## config.mk

```make
export PLATFORM = sky130hd
export DESIGN_NAME = vga_timing_gen
export DESIGN_NICKNAME = d
export VERILOG_FILES = /design/src/rtl/vga_timing_gen.sv
export SDC_FILE = /design/constraint.sdc
export NUM_CORES = 1
export LEC_CHECK = 0
export ABC_AREA = 0
export BUFFER_PORTS_ARGS = -buffer_cell sky130_fd_sc_hd__buf_2
export CAP_MARGIN = 25
export CORE_MARGIN = 10
export CORE_UTILIZATION = 55
export CTS_BUF_LIST = sky130_fd_sc_hd__clkbuf_8
export DETAILED_ROUTE_END_ITERATION = 16
export GPL_ROUTABILITY_DRIVEN = 0
export PLACE_DENSITY_LB_ADDON = 0.25
export SYNTH_ARGS = -nofsm -noshare
export SYNTH_HDL_FRONTEND = slang
export SYNTH_SLANG_ARGS = --single-unit
```

## constraint.sdc

```tcl
create_clock -name clk -period 4.5 [get_ports clk]
set_clock_uncertainty 0.2 [all_clocks]
set_input_delay 0.225 -clock clk [delete_from_list [all_inputs] [get_ports clk]]
set_output_delay 0.225 -clock clk [all_outputs]
set_load 0.01 [all_outputs]
```

## src/rtl/vga_timing_gen.sv

```systemverilog
// VGA raster timing generator.
// Divides clk down to a pixel strobe, walks the x/y raster counters, and
// drives registered sync, data-enable and blanked green so that every pin
// lags the coordinate counters by exactly one pixel period.
module vga_timing_gen #(
    parameter int CLK_DIV  = 2,
    parameter int H_ACTIVE = 640,
    parameter int H_FP     = 16,
    parameter int H_SYNC   = 96,
    parameter int H_BP     = 48,
    parameter int V_ACTIVE = 480,
    parameter int V_FP     = 10,
    parameter int V_SYNC   = 2,
    parameter int V_BP     = 33,
    parameter int SYNC_POL = 0
) (
    input  logic        clk,
    input  logic        rst,
    input  logic        vga_green_in,
    output logic [10:0] vga_xpos,
    output logic [9:0]  vga_ypos,
    output logic        pix_tick,
    output logic        video_active,
    output logic        frame_start,
    output logic        vga_hs,
    output logic        vga_vs,
    output logic        vga_de,
    output logic        vga_g
);

    localparam int H_TOTAL = H_ACTIVE + H_FP + H_SYNC + H_BP;
    localparam int V_TOTAL = V_ACTIVE + V_FP + V_SYNC + V_BP;
    localparam int DIV_W   = (CLK_DIV > 1) ? $clog2(CLK_DIV) : 1;

    localparam logic [DIV_W-1:0] DIV_LAST = DIV_W'(CLK_DIV - 1);
    localparam logic [10:0] H_LAST   = 11'(H_TOTAL - 1);
    localparam logic [9:0]  V_LAST   = 10'(V_TOTAL - 1);
    localparam logic [10:0] H_ACT    = 11'(H_ACTIVE);
    localparam logic [9:0]  V_ACT    = 10'(V_ACTIVE);
    localparam logic [10:0] HS_FIRST = 11'(H_ACTIVE + H_FP);
    localparam logic [10:0] HS_LAST  = 11'(H_ACTIVE + H_FP + H_SYNC - 1);
    localparam logic [9:0]  VS_FIRST = 10'(V_ACTIVE + V_FP);
    localparam logic [9:0]  VS_LAST  = 10'(V_ACTIVE + V_FP + V_SYNC - 1);
    // Level driven on the sync pins while the pulse is asserted.
    localparam logic        SYNC_ON  = (SYNC_POL != 0);

    logic [DIV_W-1:0] div_cnt_reg, div_cnt_next;
    logic             pix_tick_reg;
    logic [10:0]      xpos_reg, xpos_next;
    logic [9:0]       ypos_reg, ypos_next;
    logic             frame_start_reg, frame_start_next;
    logic             hs_reg, vs_reg, de_reg, g_reg;
    logic             active_c, hs_c, vs_c, x_wrap, y_wrap;

    // Decode from the pre-increment counters; these feed the pin registers.
    always_comb begin
        active_c = (xpos_reg < H_ACT) && (ypos_reg < V_ACT);
        hs_c     = (xpos_reg >= HS_FIRST) && (xpos_reg <= HS_LAST);
        vs_c     = (ypos_reg >= VS_FIRST) && (ypos_reg <= VS_LAST);
        x_wrap   = (xpos_reg == H_LAST);
        y_wrap   = (ypos_reg == V_LAST);
    end

    // Next-state for the divider and the raster counters.
    always_comb begin
        div_cnt_next     = (div_cnt_reg == DIV_LAST) ? '0 : div_cnt_reg + DIV_W'(1);
        xpos_next        = xpos_reg;
        ypos_next        = ypos_reg;
        frame_start_next = 1'b0;
        if (pix_tick_reg) begin
            if (x_wrap) begin
                xpos_next = '0;
                if (y_wrap) begin
                    ypos_next        = '0;
                    frame_start_next = 1'b1;
                end else begin
                    ypos_next = ypos_reg + 10'd1;
                end
            end else begin
                xpos_next = xpos_reg + 11'd1;
            end
        end
    end

    // State registers; the pin registers load only on the pixel strobe so
    // sync, de and green all share the same one-pixel lag.
    always_ff @(posedge clk) begin
        if (rst) begin
            div_cnt_reg     <= '0;
            pix_tick_reg    <= 1'b0;
            xpos_reg        <= '0;
            ypos_reg        <= '0;
            frame_start_reg <= 1'b0;
            hs_reg          <= ~SYNC_ON;
            vs_reg          <= ~SYNC_ON;
            de_reg          <= 1'b0;
            g_reg           <= 1'b0;
        end else begin
            div_cnt_reg     <= div_cnt_next;
            // High during the clk in which the divider sits at its last count.
            pix_tick_reg    <= (div_cnt_next == DIV_LAST);
            xpos_reg        <= xpos_next;
            ypos_reg        <= ypos_next;
            frame_start_reg <= frame_start_next;
            if (pix_tick_reg) begin
                hs_reg <= hs_c ? SYNC_ON : ~SYNC_ON;
                vs_reg <= vs_c ? SYNC_ON : ~SYNC_ON;
                de_reg <= active_c;
                g_reg  <= vga_green_in & active_c;
            end
        end
    end

    assign vga_xpos     = xpos_reg;
    assign vga_ypos     = ypos_reg;
    assign pix_tick     = pix_tick_reg;
    assign video_active = active_c;
    assign frame_start  = frame_start_reg;
    assign vga_hs       = hs_reg;
    assign vga_vs       = vs_reg;
    assign vga_de       = de_reg;
    assign vga_g        = g_reg;

endmodule

```

==> results of run 1 <==
[layout make-up]
cell class / instances / area share [%]
sequential: 27 / 36.2
inverter: 5 / 1.26
tap: 28 / 2.35
clock buffer: 3 / 2.76
clock inverter: 1 / 0.335
timing repair buffer: 30 / 10.1
multi-input combinational: 113 / 47.1
[critical path, cell delays in order (launching register included)]
cell and delay [ps]:
dfxtp_1 690, nand2_1 290, or4_2 710, nand2b_1 350, nor2_1 90
[cells in the final DEF, fill, tap and decap left out]
cell type,instances
ha_1,3
nand3b_1,1
buf_2,30
or3_1,4
or4b_4,1
nand4_1,9
clkinv_2,1
or4_4,1
inv_1,5
a21oi_1,12
nor4b_1,3
nand3_1,11
and4_1,1
nand2b_1,5
clkbuf_8,3
nor4_1,3
or3_2,3
xnor2_1,8
mux2i_1,1
nor3b_1,1
and2_1,1
o21ai_0,11
xor2_1,3
nor3_1,6
nand2_1,5
dfxtp_1,27
o21bai_4,1
and3_1,2
or4_2,2
nor2_1,15
[cells in the mapped netlist, drive strengths merged (5+ instances only)]
cell type	count	area (sq um)
o21ai	11	55.1
nor3	6	30.0
nor2	15	56.3
inv	5	18.8
nand4	9	56.3
or3	7	47.5
a21oi	12	60.1
dfxtp	27	541
nand2	5	18.8
nand3	11	55.1
nand2b	5	31.3
xnor2	8	70.1
[routing by layer]
| layer | up-vias | global-route usage (%) | part of all wire [%] |
|---|---|---|---|
| li1 | 601 | - | - |
| met1 | 566 | 15.7 | 42 |
| met2 | 22 | 24.9 | 52 |
| met3 | 2 | 2.74 | 5.1 |
| met4 | 0 | 4.27 | 0.32 |
| met5 | - | 0 | 0 |
[metrics by stage]
step	area, sq um	std cells	power (uW)
after floorplan	1300	151	264
after global placement	1450	203	271
after detailed placement	1450	203	272
after CTS	1490	207	404
after global routing	1490	207	418
final	1490	207	400
[where the power goes]
part | total [uW] | internal [uW] | switching (uW)
Sequential | 248 | 242 | 5.80
Combinational | 18.1 | 8.01 | 10.1
Clock | 134 | 61.9 | 71.9
Total | 400 | 312 | 87.8
[final timing paths]
kind / start / end / slack [ps]
hold reg to reg: vga_vs / vga_vs / 290
hold / removal: vga_green_in / vga_g / 20
setup / recovery: pix_tick / vga_xpos[8] / 2030
setup reg to reg: pix_tick / vga_xpos[8] / 2030
[cells by family after synthesis]
group / count (synthesis)
compound gates: 24
buf+inv: 11
xor+xnor: 11
flops: 27
mux: 1
simple gates: 74
fa+ha+maj: 3
==> flow_metrics.tcl, run 1 <==
set metrics [dict create \
    firstDrtPassIters 4 \
    hold_depth 3 \
    fp.dieW_um 68.6 \
    finalCritPeriodShare_pct 54.8 \
    core_area_sq_um 2230 \
    synth_top_family_by_area "simple AND/OR/NAND/NOR gates" \
    crit_fanout 17 \
    yosys_warnings 0 \
    fp.dieArea_sq_um 4710 \
    worstPathArrival_ps 2410 \
    rows 17 \
    peakVddDrop_mv 0.192 \
    synth-adder-area-share_pct 2.88 \
    io_pins 31 \
    multi_input_area_sq_um 703 \
    ant_nets 0 \
    p_leak_uw 0.000559 \
    worstSkewPairLatency_ps 270 \
    synth_compound_area_share_pct 10.3 \
    cts_buffers 3 \
    remaining_drc_errors 0 \
    finalHoldViolations 0 \
    cts_tree "done" \
    start_util_pct 58.3 \
    whs_ps 18.2 \
    wirelength_um 3080 \
    finalMaxSlewViolations 0 \
    ctsHoldBuffers 0 \
    syn_area_sq_um 1300 \
    cts_max_path_buffers 2 \
    fillCellCount 218 \
    cp.required_ps 4450 \
    post_drt_wl_per_cell_um 14.9 \
    area_growth_pct 14.8 \
    cp-end-kind "flop" \
    cts_resized 0 \
    dpl.hpwl_um 2360 \
    synth-edff-count 0 \
    cap_violations 0 \
    fin_tns_setup_ps 0 \
    grt_pass1_wl_um 5110 \
    drt_iter0_markers 82 \
    vias 1191 \
    nets 186 \
    grt_pass1_vias 1164 \
    slew_headroom_pct 56.3 \
    fin_util_pct 66.9 \
    synthArstFlopShare_pct 0 \
    synth_nets 157 \
    post_cts_buffers 0 \
    grtUsageTotal_pct 13.7 \
    hp-class "input pin to flop" \
    ys.flop_type "dfxtp_1" \
    ys_ff_latch 27 \
    root_buffer "clkbuf_8" \
    cts_sinks 27 \
    start_kind "flop" \
    synth_mux_area_share_pct 0.769 \
    grt_max_degree 18 \
    antenna_found_initial 0 \
    dp_slack_ps 2070 \
    clkSlewWorstSetupHoldPaths_ps 90 \
    ys_types 30 \
    viasPerCell 5.75 \
    regArea_sq_um 541 \
    largest_reg_flops 11 \
    reg2regPathDepth 4 \
    worst_slack_ps 2030 \
    path_class "flop to flop" \
    finalSetupViolCount 0 \
    status "complete, no violations" \
    port_buffers 30 \
    ys_seq_area_share_pct 41.5 \
    die_y_um 68.6 \
    layout-drive-gt1-share_pct 23.5 \
    avgSynthCellArea_sq_um 8.62 \
    power_density_nw_per_um2 268 \
    synth_xor_xnor_area_share_pct 7.40 \
    netlist_instances 151 \
    antenna_cells 0 \
    rsz0062_at_grt "no" \
    max_freq_mhz 405 \
    synth-simple-area-share_pct 32.7 \
    worstMarginPinSlew_ps 649 \
    finalCriticalPeriod_ps 2470 \
    htree_levels 1 \
    overflow 0 \
]
(Power assumes the default switching activity.)
==> inputs of run 2 (changes only) <==
- clock period: 4.5 -> 2.55 ns (I/O delays scaled with it)
==> flow_metrics.tcl, run 2 (synthesized netlist as in run 1, its figures left out) <==
set metrics [dict create \
    worstPathArrival_ps 2420 \
    cts_buffers 3 \
    cap_violations 0 \
    rr_startpoint "vga_xpos[10]" \
    cp.required_ps 2550 \
    grt_max_degree 17 \
    slew_headroom_pct 53.7 \
    finalHoldViolations 0 \
    clkSlewWorstSetupHoldPaths_ps 100 \
    reg2regPathDepth 4 \
    multi_input_area_sq_um 706 \
    dpl.hpwl_um 2480 \
    grt_pass1_wl_um 5690 \
    root_buffer "clkbuf_8" \
    post_drt_wl_per_cell_um 15.3 \
    fillCellCount 201 \
    core_area_sq_um 2230 \
    cp-end-kind "flop" \
    combPwrFrac_pct 6.7 \
    rrSetupSlack_ps 130 \
    switching_share_pct 22.8 \
    start_kind "flop" \
    status "complete, no violations" \
    remaining_drc_errors 0 \
    fp.dieArea_sq_um 4710 \
    path_class "flop to flop" \
    p_seq_share_pct 59.4 \
    peakVddDrop_mv 0.335 \
    cts_tree "done" \
    layout.cells.most_common "buf_2" \
    p_leak_uw 0.000606 \
    htree_levels 1 \
    p_clk_share_pct 33.9 \
    hp-class "flop to flop" \
    finalSetupViolCount 0 \
    worstHoldStart "vga_vs" \
    rows 17 \
    p_int_uw 560 \
    final_cell_mix "30 x buf_2, 27 x dfxtp_1, 15 x nor2_1" \
    vias 1255 \
    area_growth_pct 21.5 \
    drt_iter0_markers 69 \
    antenna_found_initial 0 \
    grtUsageTotal_pct 15.2 \
    ant_nets 0 \
    worstMarginPinSlew_ps 689 \
    firstDrtPassIters 4 \
    finalCriticalPeriod_ps 2420 \
    start_util_pct 58.3 \
    grt_pass1_vias 1202 \
    r2r-end "vga_ypos[4]" \
    finalMaxSlewViolations 0 \
    cts_sinks 27 \
    fin_util_pct 70.8 \
    fp.dieW_um 68.6 \
    layout-drive-gt1-share_pct 26.5 \
    rsz0062_at_grt "no" \
    cts_max_path_buffers 2 \
    fin_tns_setup_ps 0 \
    p_sw_uw 165 \
    wirelength_um 3310 \
    dp_cells 210 \
    hold-path-endpoint "vga_vs" \
    largest_reg_flops 11 \
    regArea_sq_um 541 \
    nets 196 \
    antenna_cells 0 \
    finalCritPeriodShare_pct 95.0 \
    overflow 0 \
    startpoint "vga_xpos[10]" \
    port_buffers 30 \
    die_y_um 68.6 \
    hold_depth 2 \
    stdcell_count 217 \
    post_cts_buffers 0 \
    max_freq_mhz 413 \
    power_density_nw_per_um2 459 \
    viasPerCell 5.78 \
    crit_fanout 13 \
    worstSkewPairLatency_ps 270 \
    io_pins 31 \
    whs_ps 302 \
]
-- run 2: changes by cell type in the layout (fill, tap and decap cells not counted) --
cell,previous run,this run
buf_4,0,7
clkinv_2,1,0
clkinvlp_4,0,1
dlygate4sd3_1,0,3
nand2b_1,5,4
nand2b_2,0,1
-- run 2: metrics by stage --
stage / worst slack [ps] / cell area, sq um / power, uW
2_1_floorplan: 173 / 1300 / 467
3_3_place_gp: 186 / 1500 / 483
5_1_grt: 40.9 / 1580 / 758
6_report: 129 / 1580 / 726
4_1_cts: 117 / 1580 / 730
3_5_place_dp: 137 / 1500 / 485
-- run 2: layout make-up --
cell class	count	area share, %
multi-input combinational	113	44.6
tap	28	2.22
inverter	5	1.19
clock inverter	1	0.475
timing repair buffer	40	14.7
sequential	27	34.2
clock buffer	3	2.61
-- run 2: metal layers --
metal / part of all wire, % / up-vias / track usage [%]
met3: 5.1 / 4 / 2.74
li1: - / 617 / -
met2: 53 / 32 / 26.5
met5: 0 / - / 0
met1: 41 / 602 / 18.2
met4: 1.1 / 0 / 5.03
-- run 2: power groups by stage --
stage	clock network, uW	logic [uW]	registers (uW)
floorplan	0	20.3	446
global placement	0	43.1	440
detailed placement	0	44.1	441
CTS	251	48.0	431
global route	272	53.8	432
finish	246	48.5	431
-- run 2: critical path: stages, from the launching register on --
cell and delay [ps]:
dfxtp_1 360, or4b_4 570, or4_4 580, or3_2 480, a21oi_1 160
-- run 2: what timing repair did --
item,in CTS,in global routing
hold endpoints to repair,6,0
hold buffers,3,0
endpoints found under the setup margin,0,8
resized for setup,0,1
-- run 2: how the worst max path moves through the flow --
stage                             end  slack [ps]  cells after the start
after floorplan           vga_xpos[0]         170                      7
after global placement    vga_xpos[9]         190                      4
after detailed placement  vga_xpos[6]         140                      4
after CTS                 vga_xpos[0]         120                      4
after global routing      vga_ypos[4]          40                      4
final                     vga_ypos[4]         130                      4
